### src/rtl/logic_reduce_pkg.sv
// Shared encodings for the logic reduction unit: operation codes and FSM states.
package logic_reduce_pkg;

  localparam logic [1:0] OP_AND  = 2'b00;
  localparam logic [1:0] OP_OR   = 2'b01;
  localparam logic [1:0] OP_XOR  = 2'b10;
  localparam logic [1:0] OP_XNOR = 2'b11;

  typedef enum logic [1:0] {
    ST_IDLE  = 2'd0,
    ST_ACCUM = 2'd1,
    ST_HOLD  = 2'd2
  } state_e;

endpackage

### src/rtl/logic_reduce_alu.sv
// Combinational fold step: combines the running accumulator with one operand.
// XNOR folds as XOR; the final inversion is applied when the result is captured.
module logic_reduce_alu
  import logic_reduce_pkg::*;
#(
  parameter int W = 8
) (
  input  logic [W-1:0] acc_i,
  input  logic [W-1:0] operand_i,
  input  logic [1:0]   op_i,
  output logic [W-1:0] fold_o
);

  // Select the bitwise gate for this fold step
  always_comb begin
    fold_o = acc_i ^ operand_i;
    case (op_i)
      OP_AND:  fold_o = acc_i & operand_i;
      OP_OR:   fold_o = acc_i | operand_i;
      default: fold_o = acc_i ^ operand_i;
    endcase
  end

endmodule

### src/rtl/logic_reduce_unit.sv
// Multi-operand AND/OR/XOR/XNOR reduction over a valid/ready beat stream.
// Optional feature macro: LOGIC_REDUCE_PARITY_EN adds out_parity (XOR of out_data bits).
module logic_reduce_unit
  import logic_reduce_pkg::*;
#(
  parameter int W         = 8,
  parameter int MAX_BEATS = 16,
  localparam int CW       = $clog2(MAX_BEATS + 1)
) (
  input  logic          clk,
  input  logic          rst,
  input  logic [1:0]    op,
  input  logic          in_valid,
  output logic          in_ready,
  input  logic [W-1:0]  in_data,
  input  logic          in_last,
  output logic          out_valid,
  input  logic          out_ready,
  output logic [W-1:0]  out_data,
  output logic [CW-1:0] out_count,
`ifdef LOGIC_REDUCE_PARITY_EN
  output logic          out_parity,
`endif
  output logic          out_ovf
);

  localparam logic [CW-1:0] MAX_CNT = CW'(MAX_BEATS);

  state_e        state_q, state_d;
  logic [W-1:0]  acc_q, acc_d;
  logic [1:0]    op_q, op_d;
  logic [CW-1:0] cnt_q, cnt_d;
  logic          ovf_q, ovf_d;
  logic [W-1:0]  out_data_q, out_data_d;
  logic [W-1:0]  fold;
  logic [CW-1:0] cnt_inc;
  logic [W-1:0]  res_raw;
  logic [1:0]    res_op;
  logic [W-1:0]  res;
  logic          load_out;

  logic_reduce_alu #(.W(W)) u_alu (
    .acc_i     (acc_q),
    .operand_i (in_data),
    .op_i      (op_q),
    .fold_o    (fold)
  );

  assign cnt_inc = cnt_q + CW'(1);
  // XNOR is folded as XOR, so invert once as the result is captured
  assign res     = (res_op == OP_XNOR) ? ~res_raw : res_raw;

  // Next-state and datapath update; in_ready/out_valid depend on state only
  always_comb begin
    state_d    = state_q;
    acc_d      = acc_q;
    op_d       = op_q;
    cnt_d      = cnt_q;
    ovf_d      = ovf_q;
    res_raw    = fold;
    res_op     = op_q;
    load_out   = 1'b0;
    in_ready   = (state_q != ST_HOLD);
    out_valid  = (state_q == ST_HOLD);
    case (state_q)
      ST_IDLE: begin
        if (in_valid) begin
          acc_d   = in_data;
          op_d    = op;
          cnt_d   = CW'(1);
          ovf_d   = 1'b0;
          res_raw = in_data;
          res_op  = op;
          if (in_last) begin
            state_d  = ST_HOLD;
            load_out = 1'b1;
          end else begin
            state_d  = ST_ACCUM;
          end
        end
      end
      ST_ACCUM: begin
        if (in_valid) begin
          acc_d = fold;
          cnt_d = cnt_inc;
          // Close on in_last, or force-close when the beat budget is used up
          if (in_last || (cnt_inc == MAX_CNT)) begin
            state_d  = ST_HOLD;
            ovf_d    = ~in_last;
            load_out = 1'b1;
          end
        end
      end
      ST_HOLD: begin
        if (out_ready) begin
          state_d = ST_IDLE;
          ovf_d   = 1'b0;
        end
      end
      default: state_d = ST_IDLE;
    endcase
    out_data_d = load_out ? res : out_data_q;
  end

  // State and datapath registers; reset discards any partial frame
  always_ff @(posedge clk or posedge rst) begin
    if (rst) begin
      state_q    <= ST_IDLE;
      acc_q      <= '0;
      op_q       <= OP_AND;
      cnt_q      <= '0;
      ovf_q      <= 1'b0;
      out_data_q <= '0;
    end else begin
      state_q    <= state_d;
      acc_q      <= acc_d;
      op_q       <= op_d;
      cnt_q      <= cnt_d;
      ovf_q      <= ovf_d;
      out_data_q <= out_data_d;
    end
  end

  assign out_data  = out_data_q;
  assign out_count = cnt_q;
  assign out_ovf   = ovf_q;

`ifdef LOGIC_REDUCE_PARITY_EN
  logic par_q;

  // Parity captured together with out_data on HOLD entry
  always_ff @(posedge clk or posedge rst) begin
    if (rst)           par_q <= 1'b0;
    else if (load_out) par_q <= ^res;
  end

  assign out_parity = par_q;
`endif

endmodule

### config.mk
export PLATFORM = sky130hd
export DESIGN_NAME = logic_reduce_unit
export DESIGN_NICKNAME = d
export VERILOG_FILES = /design/src/rtl/logic_reduce_pkg.sv /design/src/rtl/logic_reduce_alu.sv /design/src/rtl/logic_reduce_unit.sv
export SDC_FILE = /design/constraint.sdc
export NUM_CORES = 1
export LEC_CHECK = 0
export CORE_MARGIN = 3
export CORE_UTILIZATION = 45
export DETAILED_ROUTE_END_ITERATION = 7
export GPL_TIMING_DRIVEN = 0
export PLACE_DENSITY = 0.68
export SLEW_MARGIN = 20
export SYNTH_ARGS = -nofsm -noshare
export SYNTH_HDL_FRONTEND = slang
export SYNTH_SLANG_ARGS = --single-unit
### constraint.sdc
create_clock -name clk -period 2.3 [get_ports clk]
set_input_delay 0.69 -clock clk [delete_from_list [all_inputs] [get_ports clk]]
set_output_delay 0.69 -clock clk [all_outputs]
set_load 0.02 [all_outputs]
# --- After elaboration in Yosys (flattened, before gate mapping) ---
# Index checks and enable logic that the tools add are counted.
# Widths: inputs -> output; s select.
classes:
  addsub: 1
  n_eq_ne: 10
  n_mux: 28
  bitwise_logic: 5
  n_reduce_logical: 8
ops:
  columns: ["op", "n"]
  rows:
  - ["$mux 8", 5]
  - ["$pmux 8 s2", 2]
  - ["$mux 2", 7]
  - ["$mux 5", 2]
  - ["$pmux 5 s2", 1]
  - ["$and 8x8->8", 1]
  - ["$mux 1", 8]
  - ["$ne 2x2->1 const B", 4]
  - ["$not 8->8", 1]
  - ["$or 8x8->8", 1]
  - ["$xor 8x8->8", 1]
  - ["$pmux 2 s3", 1]
  - ["$add 5x1->5 const B", 1]
  - ["$eq 5x5->1 const B", 1]
  - ["$reduce_and 5->1", 1]
  - ["$eq 2x1->1 const B", 2]
  - ["$eq 2x2->1 const B", 2]
  - ["$logic_not 2->1", 2]
  - ["$reduce_and 4->1", 1]
  - ["$pmux 1 s3", 1]
  - ["$reduce_and 3->1", 1]
  - ["$reduce_bool 3->1", 1]
  - ["$ne 2x1->1 const B", 1]
  - ["$pmux 1 s2", 1]
  - ["other kinds (3)", 3]
totals:
  ff_bits: 26
  in_bits: 15
  out_inout_bits: 16
  wordCells: 58

# --- Logic depth before layout (Yosys ltp) ---
# Gate-level depths: netlist of the first run.
logic_depth:
  word_depth: 6
  ltp_mapped: 7
  mapped_depth_nobuf: 6

# --- Modules after synthesis ---
# From an unflattened synthesis of the first run, not the netlist that was laid out.
hier_totals:
  hier_cells: 200
  area_unflattened_um2: 1933.1
by_module_without_submodules:
  columns: ["module", "instances", "cells_per_inst", "area_each_um2", "seq_area_each_um2"]
  rows:
  - ["logic_reduce_unit", 1, 134, 1433.9, 650.6]
  - ["logic_reduce_alu", 1, 66, 499.2, 0.0]

# --- Least setup slack after synthesis of the first run ---
# Ideal clock, no wire load.
synth_timing:
  path_kind: "input to register"
  start: "input in_data[0]"
  end: "register out_data_q[0], in the netlist out_data[0]"
  setup_time_ps: 125
  arrival_time_ps: 1726
  required_time_ps: 2175
  path_slack_ps: 449
  cell_stages: 6
  path_buffers: 0
  path_cell_list: "inv_1 -> ha_1 -> mux2_2 -> mux2i_1 -> mux2i_1 -> mux2_2"
synth_between:
  elab_chain_cells: 6
  elab_cells_between_ends: 8
synth_rtl:
  columns: ["item", "line_no", "rtl"]
  rows:
  - ["start: declaration", "logic_reduce_unit.sv:15", "input logic [W-1:0] in_data,"]
  - ["$xor 8x8->8 (tied with other cells)", "logic_reduce_alu.sv:20", "default: fold_o = acc_i ^ operand_i;"]
  - ["$pmux 8 s2", "logic_reduce_alu.sv:17", "case (op_i)"]
  - ["$mux 8", "logic_reduce_unit.sv:67", "if (in_valid) begin"]
  - ["$mux 8 (*)", "logic_reduce_unit.sv:65", "case (state_q)"]
  - ["$not 8->8", "logic_reduce_unit.sv:51", "assign res = (res_op == OP_XNOR) ? ~res_raw : res_raw;"]
  - ["$mux 8 (*)", "logic_reduce_unit.sv:51", null]
  - ["end signal: assignment", "logic_reduce_unit.sv:120", "out_data_q <= out_data_d;"]
  - ["end: declaration", "logic_reduce_unit.sv:34", "logic [W-1:0] out_data_q, out_data_d;"]
# Every way passes the cells marked *; elsewhere a longest branch is shown, timed or not.
# A chain may end at the register's enable or synchronous reset.

# --- Worst setup path after layout of the first run ---
layout_timing:
  start: "input in_valid"
  end: "register out_data_q[2], in the netlist out_data[2]"
layout_between:
  elab_chain_cells: 4
  elab_cells_between_ends: 10
layout_rtl:
  columns: ["item", "line_no", "rtl"]
  rows:
  - ["start: declaration", "logic_reduce_unit.sv:13", "input logic in_valid,"]
  - ["$mux 2 / $mux 8 (equally long branches)", "logic_reduce_unit.sv:67", null]
  - ["$mux 2 / $mux 8 (equally long branches)", "logic_reduce_unit.sv:65", null]
  - ["$eq 2x2->1 / $not 8->8 (equally long branches)", "logic_reduce_unit.sv:51", null]
  - ["$mux 8", "logic_reduce_unit.sv:51", null]
# Several ways; a longest one is shown, not always the timed one.

==> results of run 1 <==
## worst paths after layout
kind | to | cells after the start
min in group asynchronous | out_data[0] | 2
max in group asynchronous | acc_q[1] | 2
setup reg to reg | out_data[2] | 5
setup / recovery | out_data[2] | 6
hold / removal | out_data[2] | 1
hold reg to reg | out_data[2] | 1
## stage by stage
| step | instances | hold slack [ns] | instance area [um2] | TNS, ns | worst slack [ns] |
|---|---|---|---|---|---|
| 6_report | 295 | 0.5121 | 2467 | 0 | 0.08363 |
| 2_1_floorplan | 211 | 0.5368 | 2042 | 0 | 0.4490 |
| 3_3_place_gp | 291 | 0.4901 | 2405 | -2.947 | -0.3402 |
| 5_1_grt | 295 | 0.5345 | 2467 | 0 | 0.01428 |
| 4_1_cts | 295 | 0.5175 | 2465 | 0 | 0.05800 |
| 3_5_place_dp | 291 | 0.4953 | 2405 | -3.103 | -0.3623 |
## flip-flops by register name, indices dropped and copies added, names as in the netlist
| name | cells |
|---|---|
| out_data | 8 |
| op_q | 2 |
| out_count | 5 |
| state_q | 2 |
| out_ovf | 1 |
| acc_q | 8 |
## final cells by class
type | count | area, um2 | area share [%]
multi-input combinational | 154 | 1251 | 50.71
sequential | 26 | 650.6 | 26.37
timing repair buffer | 31 | 321.6 | 13.03
buffer | 13 | 72.57 | 2.941
inverter | 18 | 67.56 | 2.738
tap | 50 | 62.56 | 2.535
clock buffer | 3 | 41.29 | 1.673
## power breakdown
| group | internal (mW) | total [mW] | switching (mW) |
|---|---|---|---|
| clock network | 0.118 | 0.267 | 0.149 |
| logic | 0.546 | 1.09 | 0.544 |
| registers | 0.589 | 0.667 | 0.0784 |
| total | 1.25 | 2.02 | 0.771 |
## cells in the final DEF (no fill, tap or decap), drive strengths merged
master and n:
dlymetal6s2s 1, clkinv 1, o31ai 3, a31oi 1
nand2b 5, buf 7, and2b 2, nor3b 1
nand3 4, dlygate4sd2 1, and4b 1, o22a 1
a21o 2, nor3 1, o21ai 10, a21oi 3
a211o 7, nand2 17, ha 17, xnor2 8
mux2 18, nor2b 1, mux2i 24, clkbuf 10
inv 17, o32ai 1, o211ai 1, o21bai 1
a311o 7, dfrtp 26, clkdlybuf4s50 28, nor2 18
## kinds of logic (layout without fill, tap and decap cells)
kind of cell | after synthesis | in the layout | synth area share (%)
buffers and inverters | 31 | 65 | 6.862
AO/OA/AOI/OAI | 37 | 37 | 14.22
adder cells (fa/ha/maj) | 17 | 17 | 10.42
AND/OR/NAND/NOR | 50 | 50 | 11.52
XOR/XNOR | 8 | 8 | 3.432
flip-flops | 26 | 26 | 31.86
multiplexers | 42 | 42 | 21.69
## critical path, delay by kind of cell
family,cells,cell delay (ns)
compound gates,1,0.29
buf+inv,2,0.68
mux,1,0.33
simple gates,2,0.38
## per-layer routing
metal | vias up | track usage, %
met3 | 4 | 3.283
met1 | 793 | 24.02
met5 | - | 0
li1 | 807 | -
met4 | 0 | 4.427
met2 | 30 | 29.99
## timing repair
item / CTS / global route
setup buffers: 1 / 0
gates resized for setup: 1 / 1
pin swaps: 1 / 0
setup endpoints to repair: 9 / 1
==> out/qor.log, run 1 <==
INFO  status         status=complete, no violations
INFO  synth          yosys_warning_count=0
INFO  flow_run       drv_cap=0
INFO  setup_path     worst_ep_arrival_time=2.38ns
INFO  synth          synth_commonest_cells=dfrtp_1, mux2i_1, inv_1, mux2_2
INFO  grt            first_global_vias=1592
INFO  die            die-area=5382um2
INFO  place          gp_congestion=0.7352
INFO  routing        dr.max_layer_used=met4
INFO  synth          synth.lib_cells_used.distinct=35
INFO  layout         final.fill_count=371
INFO  setup_path     critical_path_start_end_classification=primary input to flop
INFO  timing         max-slew-margin-rel=34.43%
INFO  power          power.static_leakage=1.147nW
INFO  clock_network  clk_root_buffer_cell=clkbuf_8
INFO  synth          synth_sequential_area_ratio=31.86%
INFO  layout         post_route_cells_drive_above_1_share=13.88%
INFO  setup_path     worst_r2r_startpoint=state_q[1]
INFO  clock_network  hold_buffers=0
INFO  min_path       min-delay-path-class=flop to flop
INFO  routing        detailroute.via_count=1634
INFO  routing        drt_first_iter_violations=112
INFO  routing        met3WireLength=180um
INFO  timing         final_min_period_over_clock_period=96.36%
INFO  die            io-pin-count=31
INFO  power          p_total=2.023mW
INFO  setup_path     cp-startpoint=in_valid
INFO  synth          postSynthCellCount=211
INFO  synth          synth_fp_nets=243
INFO  synth          synth_area_leaders=dfrtp_1, mux2i_1, ha_1, mux2_2, a311o_1
INFO  clock_network  cts-buffers-inserted=3
INFO  setup_path     stage_delay_of_the_slowest_cell_on_the_critical_path=0.51ns
INFO  routing        route.detailed.wl_per_inst=15.37um
INFO  die            core_area=4173um2
INFO  clock_network  clk_latency=0.27ns
INFO  place          post-dp-hpwl=3206um
INFO  synth          synth_enable_flop_cells=0
INFO  routing        m1WireLength=2129um
INFO  timing         layout_min_cycle_time=2.216ns
INFO  setup_path     timing.critical_path.required=2.46ns
INFO  clock_network  tritoncts_num_sinks=26
INFO  grt            grt_use_total=17.96%
INFO  routing        routed_via_density=5.539
INFO  routing        drt-pass1-iter-count=4
INFO  routing        routed-wl-met2=2172um
INFO  setup_path     rrSetupSlack=0.52ns
INFO  clock_network  h_tree_levels=1
INFO  die            die_y=73.36um
INFO  setup_path     critical_path_peak_fanout=9
INFO  synth          synth_largest_area_cell=dfrtp_1
INFO  setup_path     critPathLaunchType=primary input
INFO  grt            antenna_found_initial=0
INFO  clock_network  max-clock-path-buffers=2
INFO  timing         highest_attainable_clock_frequency=0.4512GHz
INFO  routing        overall_routed_net_length=4533um
INFO  grt            grt_pass1_wl=7521um
INFO  synth          dominantRegCellSynth=dfrtp_1
INFO  grt            overflow=0
INFO  routing        route.antenna.remaining_nets=0
INFO  setup_path     cpMaxStageDelayCell=clkdlybuf4s50_1
INFO  die            die_w=73.36um
INFO  synth          dominant_cell_by_count_in_the_synthesized_netlist=dfrtp_1
INFO  layout         layout-area-overhead-vs-synth=20.83%
INFO  synth          postSynthRegisterBits=26
INFO  timing         report.final.slew_viol_count=0
INFO  timing         fin_skew=0.005444ns
INFO  setup_path     cells_along_the_critical_path=clkdlybuf4s50_1 > and2b_2 > nand2_1 > o31ai_4 > buf_12 > mux2_2
INFO  clock_network  tritoncts_clock_tree=yes
INFO  timing         actual_transition_at_the_worst_max_transition_pin=0.9775ns
INFO  synth          synthDominantCellAreaShare=31.86%
INFO  clock_network  post_cts_clock_slew_at_the_launch_and_capture_registers_of_the_worst_setup_and_hold_paths=0.09ns
INFO  power          vdd_ir_drop_max=0.0004542V
INFO  place          place.port_buffers=30
INFO  power          p_per_area=820.0nW/um2
INFO  synth          async_flop_share=100.0%
INFO  die            initial_core_util=48.94%
INFO  layout         finalCoreUtilization=59.13%
INFO  timing         finish_stage_setup_viols=0
INFO  timing         rsz0062_at_grt=false
INFO  setup_path     cp-end-kind=flop
INFO  routing        drc_errors_left=0
INFO  layout         layout.nets=279
INFO  min_path       hold_path.startpoint=out_data[2]
INFO  synth          post_synth.cell_area_avg=9.678um2
INFO  timing         finalHoldViolations=0
INFO  die            placement_rows=23
INFO  synth          synth.cell_area=2042um2
INFO  layout         n_antenna_cell=0
INFO  grt            maximum_number_of_pins_on_one_net_before_global_route_repair=27
(Power assumes the default switching activity.)
==> run 2: changes to the inputs <==
--- a/config.mk
+++ b/config.mk
@@ -6,10 +6,10 @@
 export NUM_CORES = 1
 export LEC_CHECK = 0
 export CORE_MARGIN = 3
-export CORE_UTILIZATION = 45
+export CORE_UTILIZATION = 30
 export DETAILED_ROUTE_END_ITERATION = 7
+export GPL_ROUTABILITY_DRIVEN = 0
 export GPL_TIMING_DRIVEN = 0
-export PLACE_DENSITY = 0.68
 export SLEW_MARGIN = 20
 export SYNTH_ARGS = -nofsm -noshare
 export SYNTH_HDL_FRONTEND = slang
==> out/qor.log, run 2 (synthesized netlist as in run 1, its figures left out) <==
INFO  status         status=complete, no violations
INFO  power          vdd_ir_drop_max=0.0004150V
INFO  die            die_w=88.50um
INFO  grt            overflow=0
INFO  min_path       hold-path-cell-count=1
INFO  grt            maximum_number_of_pins_on_one_net_before_global_route_repair=27
INFO  layout         post_route_cells_drive_above_1_share=15.79%
INFO  power          p_per_area=844.0nW/um2
INFO  setup_path     critical_path_start_end_classification=primary input to flop
INFO  timing         tns=0ns
INFO  timing         fin_skew=0.008616ns
INFO  timing         layout_min_cycle_time=2.212ns
INFO  min_path       hold_path.startpoint=out_data[7]
INFO  timing         final_min_period_over_clock_period=96.16%
INFO  timing         report.final.slew_viol_count=0
INFO  min_path       min_to=out_data[7]
INFO  layout         final-instance-count-excl-fill=324
INFO  timing         finish_stage_setup_viols=0
INFO  grt            grt_use_total=12.54%
INFO  grt            grt_pass1_wl=7776um
INFO  grt            antenna_found_initial=0
INFO  clock_network  tritoncts_clock_tree=yes
INFO  setup_path     r2r_end=out_data[2]
INFO  setup_path     worst_ep_arrival_time=2.38ns
INFO  routing        detailroute.via_count=1632
INFO  clock_network  hold_buffers=0
INFO  place          numPlacedInstances=318
INFO  die            placement_rows=29
INFO  layout         final.fill_count=662
INFO  die            die-area=7832um2
INFO  routing        routed_via_density=5.037
INFO  min_path       min-delay-path-class=flop to flop
INFO  die            io-pin-count=31
INFO  setup_path     reg2regPathDepth=5
INFO  setup_path     cp-end-kind=flop
INFO  setup_path     critical_path_peak_fanout=3
INFO  power          power.static_leakage=1.187nW
INFO  grt            grt.met1_usage=17.44%
INFO  setup_path     timing.critical_path.required=2.47ns
INFO  timing         rsz0062_at_grt=false
INFO  clock_network  cts-buffers-inserted=3
INFO  clock_network  clk_latency=0.28ns
INFO  setup_path     rrSetupSlack=0.53ns
INFO  routing        route.detailed.wl_per_inst=14.44um
INFO  die            core_area=6459um2
INFO  grt            first_global_vias=1655
INFO  clock_network  tritoncts_num_sinks=26
INFO  clock_network  clk_root_buffer_cell=clkbuf_8
INFO  layout         layout.cells.most_common_list=dfrtp_1, clkdlybuf4s50_1, mux2i_1
INFO  routing        drt-pass1-iter-count=4
INFO  routing        drc_errors_left=0
INFO  layout         layout-area-overhead-vs-synth=25.80%
INFO  layout         layout.nets=280
INFO  routing        overall_routed_net_length=4680um
INFO  clock_network  h_tree_levels=1
INFO  flow_run       drv_cap=0
INFO  die            initial_core_util=31.62%
INFO  grt            grt_util_met3=1.304%
INFO  layout         n_antenna_cell=0
INFO  timing         finalHoldViolations=0
INFO  die            die_y=88.50um
INFO  grt            busiest_layer=met2
INFO  place          post-dp-hpwl=3396um
INFO  setup_path     worst_r2r_startpoint=state_q[1]
INFO  clock_network  post_cts_clock_slew_at_the_launch_and_capture_registers_of_the_worst_setup_and_hold_paths=0.10ns
INFO  timing         actual_transition_at_the_worst_max_transition_pin=0.5675ns
INFO  timing         max-slew-margin-rel=62.11%
INFO  place          place.port_buffers=30
INFO  setup_path     critPathLaunchType=primary input
INFO  timing         highest_attainable_clock_frequency=0.4521GHz
INFO  clock_network  max-clock-path-buffers=2
INFO  grt            groute.layer.met2.usage=20.73%
INFO  routing        route.antenna.remaining_nets=0
INFO  routing        drt_first_iter_violations=54
==> run 2: per-layer routing <==
| layer | wire (um) | vias up |
|---|---|---|
| met3 | 79 | 4 |
| met1 | 2309 | 802 |
| met2 | 2262 | 21 |
| li1 | - | 805 |
| met4 | 28 | 0 |
| met5 | 0 | - |
==> run 2: what timing repair did <==
action / 4_1_cts / 5_1_grt
resized for setup: 1 / 5
buffers inserted: 2 / 0
setup endpoints to repair: 9 / 5
pin swaps: 1 / 0
==> run 2: cell type report <==
cell class              count  area [um2]  share of cell area [%]
flip-flops and latches     26       650.6                   25.33
multi-input cells         154        1276                   49.68
repair buffers             32       334.1                   13.01
plain buffers              13       72.57                   2.825
clock inverters             1       30.03                   1.169
clock buffers               3       41.29                   1.607
inverters                  18       67.56                   2.630
well taps                  77       96.34                   3.751
==> run 2: through the flow <==
stage	utilization, %	setup slack (ns)	total power, mW	hold WS, ns	cell area (um2)
detailed placement	37.76	-0.3489	1.772	0.4976	2439
CTS	39.27	0.05108	2.176	0.5200	2536
global placement	37.76	-0.3399	1.755	0.4906	2439
floorplan	-	0.4490	1.409	0.5368	2042
finish	39.77	0.08829	2.168	0.5124	2569
global route	39.77	0.01015	2.339	0.5349	2569
==> run 2: worst max-delay path by stage <==
stage | slack, ns | from | to
detailed placement | -0.35 | in_valid | out_data[6]
global route | 0.01 | in_data[7] | out_data[7]
finish | 0.09 | in_data[6] | out_data[6]
floorplan | 0.45 | in_data[0] | out_data[0]
global placement | -0.34 | in_valid | out_data[0]
CTS | 0.05 | state_q[0] | in_ready
==> run 2: where the power goes <==
group | total, mW | switching (mW) | internal, mW | leakage [nW]
clock network | 0.391 | 0.158 | 0.233 | 0.0357
registers | 0.671 | 0.0820 | 0.589 | 0.320
logic | 1.11 | 0.551 | 0.555 | 0.831
total | 2.17 | 0.792 | 1.38 | 1.19
==> run 2: worst max-delay path, stage by stage <==
cell and delay (ns):
clkdlybuf4s50_1 0.52, inv_1 0.08, ha_1 0.33, mux2_2 0.28
mux2i_1 0.12, mux2i_1 0.08, mux2_2 0.28
